<file path="config.mk">
export PLATFORM = sky130hd
export DESIGN_NAME = seg_mux_n
export DESIGN_NICKNAME = d
export VERILOG_FILES = /design/src/rtl/seg_pkg.sv /design/src/rtl/seg_mux_n_hex7seg.sv /design/src/rtl/seg_mux_n.sv
export SDC_FILE = /design/constraint.sdc
export NUM_CORES = 1
export LEC_CHECK = 0
export BUFFER_PORTS_ARGS = -buffer_cell sky130_fd_sc_hd__buf_2
export CORE_AREA = 4 4 72 101
export CTS_CLUSTER_DIAMETER = 80
export DETAILED_ROUTE_END_ITERATION = 12
export DIE_AREA = 0 0 76 105
export PLACE_DENSITY_LB_ADDON = 0.08
export SLEW_MARGIN = 20
export SYNTH_ARGS = -nofsm -noshare
export SYNTH_HDL_FRONTEND = slang
export SYNTH_SLANG_ARGS = --single-unit
</file>
<file path="constraint.sdc">
create_clock -name clk -period 2.55 [get_ports clk]
set_input_delay 0 -clock clk [delete_from_list [all_inputs] [get_ports clk]]
set_output_delay 0 -clock clk [all_outputs]
set_load 0.005 [all_outputs]
</file>
<file path="src/rtl/seg_pkg.sv">
// Shared constants for the seven-segment scanner: active-high glyph table and width helper.
// Combinational only; no state, no flow control.
package seg_pkg;

    localparam logic [6:0] SEG_OFF = 7'b0000000;

    // Entry 0 is rightmost; bit6=a ... bit0=g, b and d are lowercase glyphs.
    localparam logic [15:0][6:0] SEG_TABLE = {
        7'h47, 7'h4F, 7'h3D, 7'h4E, 7'h1F, 7'h77, 7'h7B, 7'h7F,
        7'h70, 7'h5F, 7'h5B, 7'h33, 7'h79, 7'h6D, 7'h30, 7'h7E
    };

    function automatic int clog2(input int value);
        int w;
        w = 1;
        while ((1 << w) < value) begin
            w = w + 1;
        end
        return w;
    endfunction

endpackage

</file>
<file path="src/rtl/seg_mux_n_hex7seg.sv">
// Hex nibble to active-high seven-segment pattern (bit6=a .. bit0=g).
// Purely combinational, zero latency; no backpressure.
module hex7seg
    import seg_pkg::*;
(
    input  logic [3:0] nib_dat,
    output logic [6:0] seg_dat
);

    assign seg_dat = SEG_TABLE[nib_dat];

endmodule

</file>
<file path="src/rtl/seg_mux_n.sv">
// Multiplexed N-digit seven-segment scanner with frame-synchronous loading, LZ blanking, PWM dimming and dead-time.
// All outputs registered one clk after the slot state that selects them; free-running scan, never stalls.
module seg_mux_n
    import seg_pkg::*;
#(
    parameter int NUM_DIGITS  = 4,
    parameter int REFRESH_DIV = 50000,
    parameter int DEAD_CYC    = 4,
    parameter int BRIGHT_W    = 4,
    parameter int ACTIVE_LOW  = 1
) (
    input  logic                    clk,
    input  logic                    reset,
    input  logic [4*NUM_DIGITS-1:0] digits_in,
    input  logic [NUM_DIGITS-1:0]   dp_in,
    input  logic                    load,
    input  logic                    blank_lz,
    input  logic [NUM_DIGITS-1:0]   en_mask,
    input  logic [BRIGHT_W-1:0]     brightness,
    output logic [NUM_DIGITS-1:0]   an,
    output logic [6:0]              a_to_g,
    output logic                    dp,
    output logic                    frame_done
);

    localparam int IDX_W   = clog2(NUM_DIGITS);
    localparam int PRESC_W = clog2(REFRESH_DIV);
    localparam logic POL   = (ACTIVE_LOW != 0);

    localparam logic [PRESC_W-1:0]    PRESC_LAST = PRESC_W'(REFRESH_DIV - 1);
    localparam logic [PRESC_W-1:0]    DEAD_END   = PRESC_W'(DEAD_CYC);
    localparam logic [IDX_W-1:0]      IDX_LAST   = IDX_W'(NUM_DIGITS - 1);
    localparam logic [NUM_DIGITS-1:0] AN_OFF     = {NUM_DIGITS{POL}};
    localparam logic [6:0]            SEG_IDLE   = SEG_OFF ^ {7{POL}};

    logic [PRESC_W-1:0]      presc_q, presc_d;
    logic [IDX_W-1:0]        idx_q, idx_d;
    logic [BRIGHT_W-1:0]     pwm_q, pwm_d;
    logic [4*NUM_DIGITS-1:0] hold_dat_q, hold_dat_d, disp_dat_q, disp_dat_d;
    logic [NUM_DIGITS-1:0]   hold_dp_q, hold_dp_d, disp_dp_q, disp_dp_d;
    logic [NUM_DIGITS-1:0]   an_q, an_d;
    logic [6:0]              seg_q, seg_d;
    logic                    dp_q, dp_d;
    logic                    frame_done_q, frame_done_d;

    logic                    slot_end;
    logic                    frame_wrap;
    logic [NUM_DIGITS-1:0]   lz_blank;
    logic                    zero_run;
    logic [NUM_DIGITS-1:0]   an_vec;
    logic [3:0]              cur_nib;
    logic                    cur_dp;
    logic [6:0]              cur_seg;

    assign cur_nib = disp_dat_q[4*int'(idx_q) +: 4];
    assign cur_dp  = disp_dp_q[idx_q];

    hex7seg u_hex7seg (
        .nib_dat (cur_nib),
        .seg_dat (cur_seg)
    );

    // Scan from the most significant digit down; a digit is blanked while everything above it is zero.
    always_comb begin
        zero_run = 1'b1;
        lz_blank = '0;
        for (int i = NUM_DIGITS - 1; i >= 0; i--) begin
            zero_run    = zero_run && (disp_dat_q[4*i +: 4] == 4'h0) && !disp_dp_q[i];
            lz_blank[i] = blank_lz && (i != 0) && zero_run;
        end
    end

    always_comb begin
        slot_end   = (presc_q == PRESC_LAST);
        frame_wrap = slot_end && (idx_q == IDX_LAST);

        presc_d = slot_end ? '0 : presc_q + PRESC_W'(1);
        idx_d   = idx_q;
        if (slot_end) begin
            idx_d = frame_wrap ? '0 : idx_q + IDX_W'(1);
        end
        pwm_d = pwm_q + BRIGHT_W'(1);

        hold_dat_d = load ? digits_in : hold_dat_q;
        hold_dp_d  = load ? dp_in : hold_dp_q;
        // Display picks up the pre-edge hold value, so a load on the wrap edge waits one frame.
        disp_dat_d = frame_wrap ? hold_dat_q : disp_dat_q;
        disp_dp_d  = frame_wrap ? hold_dp_q : disp_dp_q;

        an_vec        = '0;
        an_vec[idx_q] = (presc_q >= DEAD_END) && (pwm_q <= brightness)
                        && en_mask[idx_q] && !lz_blank[idx_q];

        an_d         = an_vec ^ AN_OFF;
        seg_d        = cur_seg ^ {7{POL}};
        dp_d         = cur_dp ^ POL;
        frame_done_d = frame_wrap;
    end

    always_ff @(posedge clk or posedge reset) begin
        if (reset) begin
            presc_q      <= '0;
            idx_q        <= '0;
            pwm_q        <= '0;
            hold_dat_q   <= '0;
            hold_dp_q    <= '0;
            disp_dat_q   <= '0;
            disp_dp_q    <= '0;
            an_q         <= AN_OFF;
            seg_q        <= SEG_IDLE;
            dp_q         <= POL;
            frame_done_q <= 1'b0;
        end else begin
            presc_q      <= presc_d;
            idx_q        <= idx_d;
            pwm_q        <= pwm_d;
            hold_dat_q   <= hold_dat_d;
            hold_dp_q    <= hold_dp_d;
            disp_dat_q   <= disp_dat_d;
            disp_dp_q    <= disp_dp_d;
            an_q         <= an_d;
            seg_q        <= seg_d;
            dp_q         <= dp_d;
            frame_done_q <= frame_done_d;
        end
    end

    assign an         = an_q;
    assign a_to_g     = seg_q;
    assign dp         = dp_q;
    assign frame_done = frame_done_q;

endmodule

</file>
* Word-level counts from Yosys, hierarchy flattened *
Memories as Yosys holds them, arrays and structs flattened.
Index checks and enable logic that the tools add are counted.

storage, ports and cells
  logic and storage cells = 58
  bits in writable memories = 0
  ROM bits = 112
  input bits = 32
  flip-flop bits (word level) = 75
  latch bits = 0
  memories = 1

cells by class
  multipliers = 0
  muxes and demuxes = 11
  bitwise logic cells = 4
  $add $sub $neg = 3
  magnitude comparators = 5
  shifts and indexed selects = 1
  reduce and logical (&&, ||, !) cells = 20
  eq/ne operators = 2
  div/mod/pow operators = 0

memories
  memory            words  bits a word  rd ports  clocked after memory_dff  write ports  RTL line                 RTL
  (name not given)  16     7            1         0                         0            seg_mux_n_hex7seg.sv:10  assign seg_dat = SEG_TABLE[nib_dat];

operators by type and width
  operator                                                                               number
  16-bit by 1-bit adder with 16-bit output (second input constant)                       1
  16-bit == test (second input constant)                                                 1
  16-bit by 3-bit greater-or-equal comparator with 1-bit output (second input constant)  1
  16-bit two-way mux                                                                     1
  16-bit by 5-bit variable part select with 4-bit output                                 1
  1-bit logical AND                                                                      13
  4-bit zero test                                                                        3
  7-bit two-way mux                                                                      1
  7-bit inverter                                                                         1
  1-bit binary-select mux with 2-bit select                                              3
  4-bit by 5-bit less-than comparator with 1-bit output (second input constant)          1
  4-bit by 1-bit adder with 4-bit output (second input constant)                         1
  4-bit bitwise AND                                                                      1
  4-bit <= comparator                                                                    1
  1-bit zero test                                                                        4
  1-bit two-way mux                                                                      4
  4-bit inverter                                                                         1
  2-bit by 3-bit less-than comparator with 1-bit output (second input constant)          1
  2-bit by 1-bit adder with 2-bit output (second input constant)                         1
  1-bit demux with 2-bit select                                                          1
  2-bit == test (second input constant)                                                  1
  2-bit by 1-bit greater-or-equal comparator with 1-bit output (second input constant)   1
  2-bit two-way mux                                                                      1
  1-bit inverter                                                                         1

* Depth between registers and ports, before layout *
  depth in word-level cells = 13
  mapped depth = 7
  mapped depth without buffers = 6

* Modules after synthesis *
From an unflattened synthesis, not the netlist that was laid out.

unflattened totals
  cells, all modules = 278
  area, all modules = 3,649.8 um2

by module, submodules not included
  module     times used  cells an instance  seq. area each (um2)  area an instance (um2)
  seg_mux_n  1           245                1,891.8               3,365.7
  hex7seg    1           33                 0.0                   284.0

* Worst setup path after synthesis *
OpenSTA, ideal clock, no wires.

  kind = register to register
  from = register presc_q[11]
  to = register disp_dat_q[0]
  cell stages (with the launch flop) = 6
  library setup time = 0.125 ns
  period minus slack after synthesis = 2.086 ns
  arrival time = 1.960 ns
  path slack = 0.464 ns
  path through = dfrtp_1 or4_4 nor4_4 nand2_2 buf_6 mux2_4

between the ends
  word-level cells in the longest chain between the ends = 2

ends and longest elaborated chain
  item                    RTL line          RTL
  from (decl)             seg_mux_n.sv:36   logic [PRESC_W-1:0] presc_q, presc_d;
  from (signal assigned)  seg_mux_n.sv:114  presc_q <= presc_d;
  16-bit == test          seg_mux_n.sv:74   slot_end = (presc_q == PRESC_LAST);
  1-bit logical AND       seg_mux_n.sv:75   frame_wrap = slot_end && (idx_q == IDX_LAST);
  to (signal assigned)    seg_mux_n.sv:119  disp_dat_q <= disp_dat_d;
  to (decl)               seg_mux_n.sv:39   logic [4*NUM_DIGITS-1:0] hold_dat_q, hold_dat_d, disp_dat_q, disp_dat_d;

No other way between the ends.
A chain may end at the register's enable or synchronous reset.

* Worst setup path in the final report *
  from = register presc_q[11]
  to = register idx_q[0]

between the ends
  word-level cells in the longest chain between the ends = 3

ends and longest elaborated chain
  item                  RTL line          RTL
  16-bit == test (*)    seg_mux_n.sv:74
  1-bit logical AND     seg_mux_n.sv:75
  2-bit two-way mux     seg_mux_n.sv:80   idx_d = frame_wrap ? '0 : idx_q + IDX_W'(1);
  to (signal assigned)  seg_mux_n.sv:115  idx_q <= idx_d;
  to (decl)             seg_mux_n.sv:37   logic [IDX_W-1:0] idx_q, idx_d;

Every way passes the cells marked *; elsewhere a longest branch is shown, timed or not.

==> impl_metrics.py <==
metrics = {
    "synth": {
        "ys_ff_latch": 75,
        "synth_common_cells": "63 x dfrtp_1, 23 x mux2_2, 20 x mux2_4",
        "ys.flop_type": "dfrtp_1",
        "synth_top_area_frac": 0.4396,
        "ys_seq_area_frac": 0.5276,
        "async_flop_share": 1.000,
        "avgSynthCellArea_sq_um": 13.18,
        "yosys_warnings": 0,
        "synthMostInstantiatedCell": "dfrtp_1",
        "synth_top_area_cell": "dfrtp_1",
        "post_synth_num_cell_types": 44,
        "postSynthCellCount": 272,
        "synth_fp_nets": 320,
        "synth_edf_count": 0,
        "synth_area_leaders": "dfrtp_1 44%, dfstp_2 8.8%, mux2_4 8.4%",
        "syn_area_sq_mm": 0.003586,
    },
    "cells_and_area": {
        "final_cell_area_sq_mm": 0.004318,
        "diodes": 0,
        "nNetsFinal": 393,
        "synthToLayoutAreaGrowth_pct": 20.41,
        "drive_above_1_share": 0.3714,
        "final_cells": 424,
    },
    "global_route": {
        "grt_overflow_total": 0,
        "grt_max_degree": 48,
        "grt_pass1_vias": 2367,
        "grt_usage": 0.1761,
        "grt_pass1_wl_microns": 11310,
        "antenna_found_initial": 0,
    },
    "placement": {
        "dpl.hpwl_microns": 4521,
        "port_buffers": 44,
        "gp_congestion": 0.8322,
        "post_dp_cell_area_sq_mm": 0.003897,
        "place_inst": 387,
    },
    "timing": {
        "tns_ns": 0,
        "fin_skew_ns": 0.01268,
        "finalSetupViolations": 0,
        "worst_slew_pin_slew_ns": 0.6812,
        "whs_ns": 0.05733,
        "min_period_over_period": 0.8339,
        "rsz0062_at_grt": "false",
        "clock.fmax_mhz": 470.3,
        "worst_slew_margin_rel": 0.5416,
        "hold_violations": 0,
        "min_period_ns": 2.126,
        "final_max_slew_viol_count": 0,
    },
    "floorplanning": {
        "fp.dieW_microns": 76,
        "start_util": 0.5570,
        "core-area_sq_mm": 0.006437,
        "die_y_microns": 105,
        "die-area_sq_mm": 0.007980,
        "io_pins": 45,
        "rows": 35,
    },
    "power": {
        "p_leak_nw": 2.055,
        "peakVddDrop_uv": 331.9,
        "power_density_mw_per_mm2": 541.0,
    },
    "worst_setup_path": {
        "startpoint_type": "flip-flop",
        "crit_type": "reg2reg",
        "cp_data_arrival_time_ns": 2.32,
        "worst-endpoint-required_ns": 2.74,
        "cp_max_fo": 6,
        "end_kind": "flip-flop",
    },
    "cts": {
        "cts_buffers": 9,
        "cts_buffer_depth": 2,
        "cts.sinks": 75,
        "path_clk_slew_ns": 0.07,
        "cts.repair.resized": 0,
        "insertion_delay_ns": 0.34,
        "cts_max_level": 3,
        "cts_tree": "yes",
        "root_buffer": "clkbuf_8",
        "post_cts_buffers": 0,
    },
    "drt": {
        "vias_per_cell": 5.467,
        "drc": 0,
        "via_count": 2318,
        "dr.pass1.iters": 4,
        "drt-total-wl_microns": 6456,
        "drt-initial-drc-count": 52,
        "drtAntennaViolNets": 0,
        "wire_per_inst_microns": 15.23,
    },
    "outcome": {
        "status": "finished, final reports clean",
    },
    "hold_path": {
        "hp-class": "in2reg",
    },
    "flow_run": {
        "drv_cap": 0,
    },
}
[worst max-delay path: stages, from the launching register on]
cell	delay [ns]
dfrtp_1	0.44
or4_4	0.58
or2_2	0.33
nor4_2	0.50
mux2i_1	0.14
[registers in the layout (all words and copies together) (netlist names)]
name,flops
a_to_g,7
hold_dat_q,16
idx_q,2
pwm_q,4
frame_done,1
hold_dp_q,4
dp,1
disp_dat_q,16
an,4
presc_q,16
disp_dp_q,4
[cell families after synthesis]
logic type | count (synthesis) | synth area share
flops | 75 | 0.5276
compound gates | 27 | 0.05129
buf+inv | 26 | 0.03210
xor+xnor | 13 | 0.03175
fa+ha+maj | 16 | 0.05583
simple gates | 64 | 0.1057
mux | 51 | 0.1957
[routing by layer]
layer  routed length, microns  track usage  share of wire
met1                     2843       0.2273           0.44
met2                     3200       0.2794           0.50
met3                      305      0.04397          0.047
met4                      106      0.07634          0.016
met5                        0            0              0
[cell usage in the layout, fill, tap and decap left out, types with 4 or more instances in the layout]
| master | count |
|---|---|
| o211ai_1 | 4 |
| dfstp_2 | 12 |
| clkbuf_8 | 9 |
| ha_1 | 16 |
| dlygate4sd3_1 | 21 |
| xnor2_1 | 7 |
| nor4_1 | 4 |
| nor2_1 | 10 |
| nor3_1 | 4 |
| a21oi_1 | 4 |
| buf_2 | 44 |
| or3_1 | 4 |
| xor2_1 | 6 |
| o21ai_0 | 5 |
| inv_1 | 18 |
| dfrtp_1 | 63 |
| mux2_2 | 23 |
| mux2_4 | 20 |
| mux4_2 | 5 |
| nand2_1 | 10 |
| nand4_1 | 6 |
| nand3_1 | 6 |
[power by group]
part	switching [mW]	internal, mW	total, mW
Clock	0.417	0.550	0.967
Combinational	0.0525	0.0751	0.128
Sequential	0.0186	1.22	1.24
[metrics by stage]
stage               setup WS (ns)  power, mW    util
global route               0.3202      2.437  0.6707
finish                     0.4235      2.336  0.6707
CTS                        0.4224      2.366  0.6707
global placement           0.4725      1.366  0.6054
floorplan                  0.4645      1.322       -
detailed placement         0.4344      1.370  0.6054
[cell type report]
cell class / count / area [sq um]
tap: 74 / 92.59
timing repair buffer: 69 / 473.0
clock inverter: 5 / 78.83
clock buffer: 11 / 131.4
inverter: 19 / 71.32
multi-input combinational: 171 / 1579
sequential: 75 / 1892
fill: 516 / 2120
[worst paths after layout]
check	from	to	slack [ns]	cells past startpoint
worst max-delay path	presc_q[11]	idx_q[0]	0.42	4
worst min-delay path	blank_lz	an[2]	0.06	3
worst max register to register	presc_q[11]	idx_q[0]	0.42	4
worst min register to register	pwm_q[0]	pwm_q[0]	0.47	1
max in group asynchronous	reset	a_to_g[4]	1.56	4
min in group asynchronous	reset	pwm_q[2]	0.28	3
[what timing repair did]
action	CTS	global route
setup endpoints to repair	0	0
hold buffers	21	0
endpoints found under the hold margin	46	0
(Power assumes the default switching activity.)
